[src/rtl/rca4_seq_adder_ctrl.sv]
// Wide adder built by stepping a single 4-bit ripple-carry adder across the operand nibbles,
// LSB first, with the inter-nibble carry held in a register.

module rca4 (
    input  logic [3:0] a,
    input  logic [3:0] b,
    input  logic       cin,
    output logic [3:0] s,
    output logic       cout
);
    logic c1, c2, c3;

    assign s[0] = a[0] ^ b[0] ^ cin;
    assign c1   = (a[0] & b[0]) | (a[0] & cin) | (b[0] & cin);
    assign s[1] = a[1] ^ b[1] ^ c1;
    assign c2   = (a[1] & b[1]) | (a[1] & c1) | (b[1] & c1);
    assign s[2] = a[2] ^ b[2] ^ c2;
    assign c3   = (a[2] & b[2]) | (a[2] & c2) | (b[2] & c2);
    assign s[3] = a[3] ^ b[3] ^ c3;
    assign cout = (a[3] & b[3]) | (a[3] & c3) | (b[3] & c3);
endmodule

// state | meaning
// IDLE  | waiting for start; operands latched when it arrives
// ADD   | one nibble summed per clock, carry kept in carry_q
// DONE  | result valid, done pulse; start here chains the next add
module rca4_seq_adder_ctrl #(
    parameter int NIBBLES = 4
) (
    input  logic                 clk,
    input  logic                 rst_n,
    input  logic                 start,
    input  logic [4*NIBBLES-1:0] A,
    input  logic [4*NIBBLES-1:0] B,
    input  logic                 Cin,
    output logic                 busy,
    output logic                 done,
    output logic [4*NIBBLES-1:0] S,
    output logic                 Cout,
    output logic                 ovfl
);
    localparam int W  = 4 * NIBBLES;
    localparam int CW = $clog2(NIBBLES);
    localparam logic [CW-1:0] LAST = CW'(NIBBLES - 1);

    typedef enum logic [1:0] {
        IDLE = 2'd0,
        ADD  = 2'd1,
        DONE = 2'd2
    } state_t;

    state_t        state;
    logic [W-1:0]  a_q;
    logic [W-1:0]  b_q;
    logic          carry_q;
    logic [CW-1:0] cnt;
    logic [3:0]    nib_a;
    logic [3:0]    nib_b;
    logic [3:0]    rca_s;
    logic          rca_cout;

    always_comb begin
        nib_a = '0;
        nib_b = '0;
        for (int i = 0; i < NIBBLES; i++) begin
            if (cnt == CW'(i)) begin
                nib_a = a_q[4*i +: 4];
                nib_b = b_q[4*i +: 4];
            end
        end
    end

    rca4 u_rca4 (
        .a    (nib_a),
        .b    (nib_b),
        .cin  (carry_q),
        .s    (rca_s),
        .cout (rca_cout)
    );

    always_ff @(posedge clk or negedge rst_n) begin
        if (!rst_n) begin
            state   <= IDLE;
            a_q     <= '0;
            b_q     <= '0;
            carry_q <= 1'b0;
            cnt     <= '0;
            busy    <= 1'b0;
            done    <= 1'b0;
            S       <= '0;
            Cout    <= 1'b0;
            ovfl    <= 1'b0;
        end else begin
            case (state)
                IDLE: begin
                    done <= 1'b0;
                    if (start) begin
                        a_q     <= A;
                        b_q     <= B;
                        carry_q <= Cin;
                        cnt     <= '0;
                        busy    <= 1'b1;
                        state   <= ADD;
                    end else begin
                        busy <= 1'b0;
                    end
                end
                ADD: begin
                    for (int i = 0; i < NIBBLES; i++) begin
                        if (cnt == CW'(i)) S[4*i +: 4] <= rca_s;
                    end
                    carry_q <= rca_cout;
                    cnt     <= cnt + 1'b1;
                    if (cnt == LAST) begin
                        Cout  <= rca_cout;
                        // Signed overflow: like-signed operands giving an opposite-signed sum
                        ovfl  <= (a_q[W-1] == b_q[W-1]) && (rca_s[3] != a_q[W-1]);
                        busy  <= 1'b0;
                        done  <= 1'b1;
                        state <= DONE;
                    end
                end
                DONE: begin
                    done <= 1'b0;
                    if (start) begin
                        a_q     <= A;
                        b_q     <= B;
                        carry_q <= Cin;
                        cnt     <= '0;
                        busy    <= 1'b1;
                        state   <= ADD;
                    end else begin
                        busy  <= 1'b0;
                        state <= IDLE;
                    end
                end
                default: begin
                    busy  <= 1'b0;
                    done  <= 1'b0;
                    state <= IDLE;
                end
            endcase
        end
    end
endmodule

[config.mk]
export PLATFORM = sky130hd
export DESIGN_NAME = rca4_seq_adder_ctrl
export DESIGN_NICKNAME = d
export VERILOG_FILES = /design/src/rtl/rca4_seq_adder_ctrl.sv
export SDC_FILE = /design/constraint.sdc
export NUM_CORES = 1
export LEC_CHECK = 0
export ABC_CLOCK_PERIOD_IN_PS = 3500
export CORE_MARGIN = 8
export CORE_UTILIZATION = 46
export CTS_CLUSTER_DIAMETER = 80
export DETAILED_ROUTE_END_ITERATION = 16
export PLACE_DENSITY = 0.82
export SETUP_SLACK_MARGIN = 0.1
export SLEW_MARGIN = 20
export SYNTH_ARGS = -nofsm -noshare
export SYNTH_HDL_FRONTEND = slang
export SYNTH_SLANG_ARGS = --single-unit
[constraint.sdc]
create_clock -name clk -period 3.5 [get_ports clk]
set_input_delay 0.875 -clock clk [delete_from_list [all_inputs] [get_ports clk]]
set_output_delay 0.875 -clock clk [all_outputs]
set_load 0.01 [all_outputs]
Word-level counts from Yosys, hierarchy flattened
Index checks and enable logic that the tools add are counted.
W data, S select, Z words.
{"block": "classes", "muxes": 21, "addsub": 1, "bitwise_logic": 28, "n_reduce_logical": 12, "eq_ne": 10}
{"op": "$mux W4", "count": 8}
{"op": "$reduce_and A2 Y1", "count": 7}
{"op": "$and A1 B1 Y1", "count": 12}
{"op": "$or A1 B1 Y1", "count": 8}
{"op": "$xor A1 B1 Y1", "count": 8}
{"op": "$eq A2 B2 Y1 const B", "count": 3}
{"op": "$mux W1", "count": 6}
{"op": "$mux W2", "count": 3}
{"op": "$pmux W2 S3", "count": 1}
{"op": "$eq A2 B1 Y1 const B", "count": 2}
{"op": "$logic_not A2 Y1", "count": 2}
{"op": "$ne A2 B2 Y1 const B", "count": 2}
{"op": "$pmux W1 S2", "count": 2}
{"op": "$pmux W2 S2", "count": 1}
{"op": "$add A2 B1 Y2 const B", "count": 1}
{"op": "$ne A2 B1 Y1 const B", "count": 1}
{"op": "$reduce_bool A2 Y1", "count": 1}
{"op": "$reduce_or A2 Y1", "count": 1}
{"op": "$eq A1 B1 Y1", "count": 1}
{"op": "$logic_and A1 B1 Y1", "count": 1}
{"op": "$ne A1 B1 Y1", "count": 1}
{"block": "totals", "wordCells": 85, "ff_bits": 57, "out_inout_bits": 20}

Logic depth before layout (Yosys ltp)
{"block": "depth", "ltp_word": 18, "depth_mapped": 15}

Hierarchy
A second synthesis with hierarchy kept.
{"block": "unflattened", "cells_unflattened": 263, "area_unflattened_um2": 2652.5}
{"module": "rca4_seq_adder_ctrl", "area_each_um2": 2534.9, "instances": 1, "seq_area_each_um2": 1426.4, "cells_each": 249}
{"module": "rca4", "area_each_um2": 117.6, "instances": 1, "seq_area_each_um2": 0.0, "cells_each": 14}

Least setup slack after synthesis
OpenSTA, ideal clock, no wires.
{"block": "synth_path", "path_kind": "reg2reg", "startpoint": "register cnt[0]", "endpoint": "register ovfl", "t_arrival_ps": 3308, "path_buffers": 2, "synth_period_minus_slack_ps": 3390, "stages_incl_launch_ff": 16, "setup_time_ps": 82, "setup_slack_ps": 110, "cell_sequence": "dfrtp_1 inv_1 ha_1 buf_4 buf_2 a21oi_1 o21ai_0 a22oi_1 fa_1 inv_1 fa_1 fa_1 inv_1 fa_1 or3_1 a31oi_1"}
{"block": "synth_via", "elab_chain_len": 17, "word_cells_on_any_way": 32, "classes_between": "4 x eq/ne; 8 x mux; 17 x bitwise; 3 x reduce/logical"}
{"element": "start, declared", "line_no": "56", "rtl": "logic [CW-1:0] cnt;"}
{"element": "start signal, assigned", "line_no": "113", "rtl": "cnt <= cnt + 1'b1;"}
{"element": "$logic_not A2 Y1", "line_no": "66", "rtl": "if (cnt == CW'(i)) begin"}
{"element": "$mux W4 (4 in series)", "line_no": "66"}
{"element": "$and A1 B1 Y1", "line_no": "14", "rtl": "assign c1 = (a[0] & b[0]) | (a[0] & cin) | (b[0] & cin);"}
{"element": "$or A1 B1 Y1 (2 in series)", "line_no": "14"}
{"element": "$and A1 B1 Y1", "line_no": "16", "rtl": "assign c2 = (a[1] & b[1]) | (a[1] & c1) | (b[1] & c1);"}
{"element": "$or A1 B1 Y1 (2 in series)", "line_no": "16"}
{"element": "$and A1 B1 Y1", "line_no": "18", "rtl": "assign c3 = (a[2] & b[2]) | (a[2] & c2) | (b[2] & c2);"}
{"element": "$or A1 B1 Y1 (2 in series)", "line_no": "18"}
{"element": "$xor A1 B1 Y1", "line_no": "19", "rtl": "assign s[3] = a[3] ^ b[3] ^ c3;"}
{"element": "$ne A1 B1 Y1", "line_no": "117", "rtl": "ovfl <= (a_q[W-1] == b_q[W-1]) && (rca_s[3] != a_q[W-1]);"}
{"element": "$logic_and A1 B1 Y1", "line_no": "117"}
{"element": "end signal, assigned", "line_no": "117"}
{"element": "end, declared", "line_no": "40", "rtl": "output logic ovfl"}
Several ways; a longest one is shown, not always the timed one.
A chain may end at the register's enable or synchronous reset.

Worst setup path after layout
Same ends and word-level chain as after synthesis.

==> results.sh <==
export IMPL_diodes=0
export IMPL_synth_compound_area_frac=0.1213
export IMPL_switching_share=0.3767
export IMPL_clkPwrFrac=0.201
export IMPL_end_kind="register"
export IMPL_ys_warn_count=0
export IMPL_dp_cells=392
export IMPL_routed_via_count=2045
export IMPL_path_buf_inv=4
export IMPL_crit_chain="inv_2, ha_4, buf_4, buf_4, a21oi_1, o21ai_0, a22o_1, fa_2, fa_1, inv_1, fa_1, or3_1, a31oi_1"
export IMPL_h_tree_depth=3
export IMPL_p_int_uw=2368
export IMPL_fmax_mhz=308.5
export IMPL_yosys_area_share_simple=0.1883
export IMPL_final_util=0.6430
export IMPL_tightest_slew_ns=0.6928
export IMPL_syn2layout_area_growth_pct=34.36
export IMPL_min_to="a_q[2]"
export IMPL_required_ns=3.76
export IMPL_path_clk_slew_ns=0.07
export IMPL_via_per_inst=4.952
export IMPL_setup_ws_ns=0.2585
export IMPL_hp_start="a_q[2]"
export IMPL_worst_path_max_delay_cell="dfrtp_2"
export IMPL_rr_startpoint="cnt[0]"
export IMPL_grtUsageTotal=0.1465
export IMPL_cts_tree="built"
export IMPL_worst_clock_skew_ns=0.01070
export IMPL_place_ws_ns=0.06185
export IMPL_finalCritPeriodShare=0.9261
export IMPL_fin_hold_ws_ns=0.4839
export IMPL_synth_fp_nets=316
export IMPL_finalWeightedCongestion=0.8283
export IMPL_die_w_um=91.92
export IMPL_cts_root_buf="clkbuf_8"
export IMPL_power_density_nw_per_um2=1067
export IMPL_maxCapViolations=0
export IMPL_grt_max_degree=58
export IMPL_ys_seq_elements=57
export IMPL_nNetsFinal=380
export IMPL_crit_type="register to register"
export IMPL_status="completed"
export IMPL_power_leakage_uw=0.001694
export IMPL_seqPwrFrac=0.314
export IMPL_synth_seq_area_share=0.5380
export IMPL_die_h_um=91.92
export IMPL_holdPathStages=2
export IMPL_finalSetupViolCount=0
export IMPL_cp_arrival_ns=3.50
export IMPL_fin_cells=413
export IMPL_fin_crit_ns=3.242
export IMPL_first_pass_iters=4
export IMPL_syn_area_um2=2651
export IMPL_cts_buffer_depth=2
export IMPL_muxShareOfSynthArea=0.03398
export IMPL_crit_family="adder cells"
export IMPL_grt_pass1_vias=2079
export IMPL_die_area_um2=8449
export IMPL_worst_r2r_cell_count=13
export IMPL_p_comb_frac=0.485
export IMPL_coreArea_um2=5540
export IMPL_max_stage_delay_ns=0.43
export IMPL_synth_fa_ha_area_frac=0.04908
export IMPL_cts_sinks=57
export IMPL_vdd_drop_max_uv=538.4
export IMPL_ant_nets=0
export IMPL_startpoint_type="register"
export IMPL_hp_class="register to register"
export IMPL_synth_xor_area_share=0
export IMPL_gr_total_overflow=0
export IMPL_worstReg2RegEnd="ovfl"
export IMPL_synth_area_per_cell_um2=9.747
export IMPL_routed_wl_mm=5.908
export IMPL_final_hold_viol_count=0
export IMPL_grt_pass1_wl_mm=9.894
export IMPL_drv_slew=0
export IMPL_io_buffer_count=55
export IMPL_rows=27
export IMPL_antenna_found_initial=0
export IMPL_dpl_hpwl_mm=4.274
export IMPL_synthCells=272
export IMPL_layout_drive_gt1_share=0.1642
export IMPL_cts_made_buffers=9
export IMPL_fillCellCount=466
export IMPL_worst_skew_pair_late_latency_ns=0.34
export IMPL_cp_max_fo=9
export IMPL_ios=56
export IMPL_finalSetupTns_ns=0
export IMPL_power_switching_uw=1431
export IMPL_slew_headroom=0.5381
export IMPL_drc=0
export IMPL_synth_top_family_by_area="simple AND/OR/NAND/NOR gates"
export IMPL_drtIter0Drc=91
export IMPL_ys_types=26
export IMPL_reg2reg_slack_ns=0.26
export IMPL_wl_per_cell_um=14.31
export IMPL_rsz0062_at_grt="false"
export IMPL_start_util=0.4785
[final cells by class]
type	count	area (um2)	area share
clock buffer	9	123.9	0.03477
clock inverter	7	127.6	0.03583
inverter	15	56.30	0.01581
multi-input combinational	184	1086	0.3049
sequential	57	1428	0.4008
tap	72	90.09	0.02529
timing repair buffer	69	650.6	0.1826
[synthesized netlist by cell type]
cell       instances  area (um2)
nand2_1           98       367.9
dfrtp_1           57        1426
o21ai_0           24       120.1
a21oi_1           17       85.08
inv_1             15       56.30
mux2_2             8       90.09
buf_2              6       30.03
buf_6              6       67.56
a22o_1             4       35.03
a22oi_1            4       30.03
buf_4              4       30.03
fa_1               4       80.08
ha_1               4       50.05
nand3b_4           3       60.06
o21ai_1            3       15.01
a31oi_1            2       12.51
nand3_1            2       10.01
nor2_1             2       7.510
o31ai_1            2       15.01
and2b_1            1       7.510
nand2b_1           1       6.260
nand2b_4           1       13.76
nand3b_2           1       11.26
nor2b_2            1       8.760
o2bb2ai_1          1       8.760
or3_1              1       6.260
[worst max-delay path by stage]
stage / end / slack, ns / start / cells past startpoint
global route: ovfl / 0.09 / cnt[0] / 13
global placement: ovfl / 0.21 / cnt[0] / 13
finish: ovfl / 0.26 / cnt[0] / 13
CTS: ovfl / 0.12 / cnt[0] / 12
detailed placement: ovfl / 0.06 / cnt[0] / 13
floorplan: ovfl / 0.11 / cnt[0] / 15
[power groups by stage]
stage	registers (uW)	clock network (uW)	logic, uW
after CTS	1190	780	1750
after global placement	1180	0	1670
final	1190	764	1840
after detailed placement	1190	0	1740
after global routing	1230	812	2070
after floorplan	1180	0	1110
[stage by stage]
step / power [uW] / area (um2)
after floorplan: 2291 / 2651
after global placement: 2851 / 3227
after detailed placement: 2930 / 3227
after CTS: 3719 / 3481
after global routing: 4108 / 3562
final: 3800 / 3562
[metal layers]
| metal | global-route usage | share of wire |
|---|---|---|
| met2 | 0.2271 | 0.49 |
| met1 | 0.1775 | 0.42 |
| met5 | 0 | 0 |
| met3 | 0.04890 | 0.067 |
| met4 | 0.07651 | 0.019 |
[logic make-up (layout without fill, tap and decap cells)]
group,Yosys count,count (layout)
mux,8,8
simple gates,111,111
fa+ha+maj,8,8
buf+inv,31,100
flops,57,57
compound gates,57,57
[placed cells by master, fill, tap and decap left out, drive strengths merged, types with 2 or more instances in the layout]
cell | Yosys | layout
o21ai | 27 | 27
dfrtp | 57 | 57
buf | 16 | 15
nand2b | 2 | 2
mux2 | 8 | 8
clkdlybuf4s50 | 0 | 54
bufinv | 0 | 3
a22oi | 4 | 4
inv | 15 | 16
a22o | 4 | 4
fa | 4 | 4
nand3 | 2 | 2
nand2 | 98 | 98
clkbuf | 0 | 9
o31ai | 2 | 2
clkinv | 0 | 3
ha | 4 | 4
nor2 | 2 | 2
a31oi | 2 | 2
a21oi | 17 | 17
nand3b | 4 | 4
[registers in the layout, indices dropped and copies added, names as in the netlist]
signal and cells:
carry_q 1, b_q 16, done 1, S 16, a_q 16, Cout 1, state 2, cnt 2
busy 1, ovfl 1
[worst register-to-register path: stages, from the launching register on]
cell and delay, ns:
dfrtp_2 0.43, inv_2 0.08, ha_4 0.19, buf_4 0.14, buf_4 0.16, a21oi_1 0.10, o21ai_0 0.09, a22o_1 0.24
fa_2 0.39, fa_1 0.36, inv_1 0.09, fa_1 0.42, or3_1 0.37, a31oi_1 0.12
[timing repair]
item	4_1_cts	5_1_grt
pin swaps	0	5
hold buffers	0	0
gates resized for setup	1	14
buffers inserted	0	5
setup endpoints to repair	1	3
Note: power is estimated with default switching activity, not from simulation.
